### src/rtl/sm_conv_arbiter.sv
// Two-requester round-robin front end for a shared sign-magnitude to two's-complement converter.
// Optional `SM_CONV_ARB_NEGZERO_EN adds io_out_negzero, flagging results produced from sign=1, mag=0.
module sm_conv_arbiter #(
    parameter int WIDTH = 8
) (
    input  logic             clock,
    input  logic             reset,
    input  logic             io_in0_valid,
    output logic             io_in0_ready,
    input  logic             io_in0_sign,
    input  logic [WIDTH-1:0] io_in0_mag,
    input  logic             io_in1_valid,
    output logic             io_in1_ready,
    input  logic             io_in1_sign,
    input  logic [WIDTH-1:0] io_in1_mag,
    output logic             io_out_valid,
    input  logic             io_out_ready,
    output logic [WIDTH:0]   io_out_twos,
`ifdef SM_CONV_ARB_NEGZERO_EN
    output logic             io_out_negzero,
`endif
    output logic             io_out_src
);

    typedef enum logic { ST_EMPTY = 1'b0, ST_FULL = 1'b1 } state_e;

    state_e           state_q;
    logic             last_q;
    logic [WIDTH:0]   twos_q;
    logic             src_q;
    logic             can_load;
    logic             grant_vld;
    logic             grant;
    logic             accept;
    logic             sel_sign;
    logic [WIDTH-1:0] sel_mag;
    logic [WIDTH:0]   twos_d;

    // Valid/ready: a transfer happens on a port in any cycle where valid and ready are
    // both high; ready may depend on valid, but valid must never wait for ready.
    assign can_load = (state_q == ST_EMPTY) || io_out_ready;

    always_comb begin
        grant_vld = io_in0_valid || io_in1_valid;
        grant     = 1'b0;
        if (io_in0_valid && io_in1_valid) begin
            grant = ~last_q;
        end else if (io_in1_valid) begin
            grant = 1'b1;
        end
    end

    assign accept       = grant_vld && can_load && !reset;
    assign io_in0_ready = accept && (grant == 1'b0);
    assign io_in1_ready = accept && (grant == 1'b1);

    assign sel_sign = grant ? io_in1_sign : io_in0_sign;
    assign sel_mag  = grant ? io_in1_mag  : io_in0_mag;
    assign twos_d   = sel_sign ? (~{1'b0, sel_mag} + 1'b1) : {1'b0, sel_mag};

`ifdef SM_CONV_ARB_NEGZERO_EN
    logic negzero_q;
    assign io_out_negzero = negzero_q;
`endif

    // Reset dominates; a simultaneous drain and accept simply overwrites the held result.
    always_ff @(posedge clock) begin
        if (reset) begin
            state_q <= ST_EMPTY;
            last_q  <= 1'b1;
            twos_q  <= '0;
            src_q   <= 1'b0;
`ifdef SM_CONV_ARB_NEGZERO_EN
            negzero_q <= 1'b0;
`endif
        end else if (accept) begin
            state_q <= ST_FULL;
            last_q  <= grant;
            twos_q  <= twos_d;
            src_q   <= grant;
`ifdef SM_CONV_ARB_NEGZERO_EN
            negzero_q <= sel_sign && (sel_mag == '0);
`endif
        end else if ((state_q == ST_FULL) && io_out_ready) begin
            state_q <= ST_EMPTY;
        end
    end

    assign io_out_valid = (state_q == ST_FULL);
    assign io_out_twos  = twos_q;
    assign io_out_src   = src_q;

endmodule

### config.mk
export PLATFORM = sky130hd
export DESIGN_NAME = sm_conv_arbiter
export DESIGN_NICKNAME = d
export VERILOG_FILES = /design/src/rtl/sm_conv_arbiter.sv
export SDC_FILE = /design/constraint.sdc
export NUM_CORES = 1
export LEC_CHECK = 0
export ABC_AREA = 1
export BUFFER_PORTS_ARGS = -buffer_cell sky130_fd_sc_hd__buf_2
export CELL_PAD_IN_SITES_DETAIL_PLACEMENT = 0
export CELL_PAD_IN_SITES_GLOBAL_PLACEMENT = 1
export CORE_AREA = 2 2 55 57
export CTS_BUF_LIST = sky130_fd_sc_hd__clkbuf_4
export CTS_CLUSTER_SIZE = 10
export DETAILED_ROUTE_END_ITERATION = 8
export DIE_AREA = 0 0 57 59
export MAX_ROUTING_LAYER = met4
export PLACE_DENSITY_LB_ADDON = 0.1
export SLEW_MARGIN = 20
export SYNTH_ARGS = -nofsm -noshare
export SYNTH_HDL_FRONTEND = slang
export SYNTH_SLANG_ARGS = --single-unit
export TNS_END_PERCENT = 10
### constraint.sdc
create_clock -name clock -period 1.95 [get_ports clock]
set_clock_uncertainty 0.1 [all_clocks]
set_input_delay 0.39 -clock clock [delete_from_list [all_inputs] [get_ports clock]]
set_output_delay 0.39 -clock clock [all_outputs]
set_load 0.03 [all_outputs]
After elaboration in Yosys (flattened, before gate mapping):

Cells that the tools add are included.

* $add $sub $neg: 1
* mux-type cells: 7
* bitwise gates (word level): 4
* reductions and logical operators: 10

Operators by type and width (number)
* $add A9 B1 Y9 const B: 1
* $mux W9: 1
* $not A8 Y9: 1
* $mux W8: 1
* $logic_and A1 B1 Y1: 6
* $mux W1: 5
* $not A1 Y1: 3
* $logic_or A1 B1 Y1: 2
* $reduce_bool A2 Y1: 1
* $logic_not A1 Y1: 1

* register bits: 12

Longest topological paths before layout:

* depth in word-level cells: 6
* depth in mapped cells: 13

Worst setup path after synthesis:

OpenSTA, ideal clock, no wires.

* kind: reg-to-output
* start point: reg state_q, in the netlist io_out_valid
* end point: out io_in0_ready
* arrival time: 1468 ps
* required time: 1460 ps
* setup slack: -8 ps
* stages on the path, launching flop included: 9
* path through: dfxtp_1 inv_1 nor2_1 inv_1 o21ai_2 nor2_2 inv_1 buf_2 nor2_1

* longest elaborated chain between the ends: 5

RTL lines
* start: declaration: RTL line 27 `state_e state_q;`
* start signal: assignment: RTL line 69 `state_q <= ST_EMPTY;`
* start signal: assignment: RTL line 77 `state_q <= ST_FULL;`
* start signal: assignment: RTL line 85 `state_q <= ST_EMPTY;`
* $not A1 Y1: RTL line 41 `assign can_load = (state_q == ST_EMPTY) || io_out_ready;`
* $logic_or A1 B1 Y1: RTL line 41
* $logic_and A1 B1 Y1 (2 in series): RTL line 53 `assign accept = grant_vld && can_load && !reset;`
* $logic_and A1 B1 Y1: RTL line 54 `assign io_in0_ready = accept && (grant == 1'b0);`
* end: declaration: RTL line 9 `output logic io_in0_ready,`

Every way passes these cells.

Worst setup path in the final report:

* start point: reg last_q
* end point: out io_in0_ready

* longest elaborated chain between the ends: 4

RTL lines
* start: declaration: RTL line 28 `logic last_q;`
* start signal: assignment: RTL line 78 `last_q <= grant;`
* $not A1 Y1: RTL line 47 `grant = ~last_q;`
* $mux W1: RTL line 46 `if (io_in0_valid && io_in1_valid) begin`
* $not A1 Y1: RTL line 54
* $logic_and A1 B1 Y1: RTL line 54

Every way passes these cells.

==> flow_summary.toml <==
[run_status]
status = "finished clean"

[routing]
firstDrtPassIters = 4
drc = 0
drtIter0Drc = 30
avgViaCountPerCell = 4.44
ant_nets = 0
routed_wl_um = 2140
routedWlPerCell_um = 9.91
vias = 960

[finish]
syn2layout_area_growth_pct = 28.8
n_antenna_cell = 0
final_layout_size_suffix_gt1_share_pct = 26.5
multi_input_area_um2 = 518
regArea_um2 = 240
fill_cells = 319
final_nets = 211

[logic_synthesis]
synth_fp_nets = 171
yosys_register_bits = 12
netlist_area_um2 = 865
synth_most_common_cell = "nand2_1"
synth_seq_area_share_pct = 27.8
synthFlopType = "dfxtp_1"
yosysTopAreaCell = "dfxtp_1"
ys_warn_count = 0
ys_top_cells_by_count = "54 x nand2_1, 23 x inv_1, 15 x nand3_1"
async_flop_share_pct = 0
ys_top_cells_by_area = "dfxtp_1 28%, nand2_1 23%, inv_1 10%, nand3_1 8.7%, nor2_1 5.2%"
synth_top_area_share_pct = 27.8
synth_edf_count = 0
syn_inst = 147
syn_area_per_cell_um2 = 5.88
synth_cell_type_count = 20

[critical_path]
startpoint = "last_q"
critPathMaxFanout = 15
r2r-start = "last_q"
slowest_stage = "dfxtp_1"
max_stage_delay_ps = 400
cp_top_family = "simple AND/OR/NAND/NOR gates"
crit_path_end_kind = "primary output"
cp-start-kind = "register"
critical_path_buf_inv_count = 2
path_class = "reg2out"
cp.required_ps = 1460
path_cells = "nand2_4 > nand2_8 > inv_1 > nor2_2 > buf_4"
critPathArrivalTime_ps = 1340

[power_and_ir_drop]
total_power_mw = 0.715
power_density_mw_per_mm2 = 642
worst_ir_drop_vdd_mv = 0.409
p_leak_nw = 0.658

[placed_design]
port_buffers = 35
dpl.hpwl_um = 1820
pre_cts_slack_ps = 56.8
gp_congestion = 0.807

[floorplan]
core-area_mm2 = 0.00271
initial_utilization_pct = 31.9
rows = 19
fp.dieH_um = 59
dieArea_mm2 = 0.00336
die_w_um = 57
io_pins = 36

[timing]
setup-violations-final = 0
fin_crit_sh_pct = 93.9
finalHoldViolCount = 0
worst_pin_slew_ps = 325
setup_ws_ps = 119
drv_slew = 0
rsz0062_at_grt = "false"
whs_ps = 223
period_needed_ps = 1830
max_freq_ghz = 0.546
setup-tns-final_ps = 0
worst_slew_margin_rel_pct = 78.1

[global_routing]
grt_overflow_total = 0
grt_pass1_vias = 889
grt_pass1_wl_um = 3640
antenna_found_initial = 0
grt_max_degree = 16
grtUsageTotal_pct = 14.2

[clocking]
tritoncts = "built"
clk_latency_ps = 260
cts.sinks = 12
ctsHoldBuffers = 0
clockBufferDepth = 2
cts_root_buf = "clkbuf_4"
post_cts_buffers = 0
cts_made_buffers = 3
clk_pin_slew_ps = 70
cts_max_level = 1

[worst_hold_path]
worstHoldPathType = "in2reg"
worstHoldStart = "reset"

[run]
cap_violations = 0
per-stage QoR:
stage / instances / utilization (%) / area (um2)
2_1_floorplan: 147 / - / 867
5_1_grt: 216 / 41.1 / 1110
3_5_place_dp: 213 / 39.8 / 1080
3_3_place_gp: 213 / 39.8 / 1080
6_report: 216 / 41.1 / 1110
4_1_cts: 216 / 40.7 / 1100
area by class of cell:
class	instances	area share [%]
flip-flops and latches	12	21.6
inverters	23	7.75
well taps	31	3.48
clock buffers	3	2.02
multi-input cells	108	46.5
repair buffers	39	18.7
worst register-to-register path, cell delays in order, from the launching register on:
cell     delay, ps
dfxtp_1        400
nand2_4        140
nand2_8        130
nand2_1         60
nand2_1        110
ha_1           210
inv_1           50
nand2_1         70
xor2_1         180
o21ai_1         80
nand2_1         50
inv_1           30
kinds of logic (layout without fill, tap and decap cells):
kind of cell               after synthesis  count (layout)  share of synthesized area, %
DFF                                     12              12                          27.8
adders and majority gates                1               1                          1.45
buffers and inverters                   27              65                          13.6
and+or+nand+nor                         89              89                          44.9
AOI/OAI and AO/OA                       17              17                          11.3
xor gates and xnor gates                 1               1                          1.01
path summary, 6_finish.rpt:
kind	end	slack, ps	cells past startpoint
hold reg to reg	io_out_twos[8]	360	2
setup reg to reg	io_out_twos[2]	240	11
hold / removal	io_out_valid	220	2
setup / recovery	io_in0_ready	120	5
cell usage in the layout, fill, tap and decap left out, types with 4 or more instances in the layout:
cell type  count
nand2_1       54
buf_2         34
inv_1         22
nand3_1       15
dfxtp_1       12
nor2_1        11
o21ai_0        6
buf_4          5
nand3b_1       4
a21oi_1        4
sequential cells by signal (all words and copies together), names as in the netlist:
register / count
io_out_twos: 9
io_out_src: 1
io_out_valid: 1
last_q: 1
routing by layer:
layer | vias up | wire, um | GRT usage, %
li1 | 531 | - | -
met4 | 0 | 17 | 6.98
met5 | - | 0 | -
met3 | 2 | 108 | 1.75
met1 | 405 | 1040 | 17.3
met2 | 22 | 971 | 23.3
report_power, final:
| part | internal, mW | switching (mW) | leakage [nW] |
|---|---|---|---|
| clock | 0.0713 | 0.0754 | 0.0138 |
| sequential | 0.273 | 0.0135 | 0.0998 |
| combinational | 0.0981 | 0.184 | 0.544 |
| total | 0.442 | 0.273 | 0.658 |
what timing repair did:
item	CTS	global route
hold endpoints to repair	0	0
resized for setup	0	4
endpoints found under the setup margin	0	2
(Power assumes the default switching activity.)
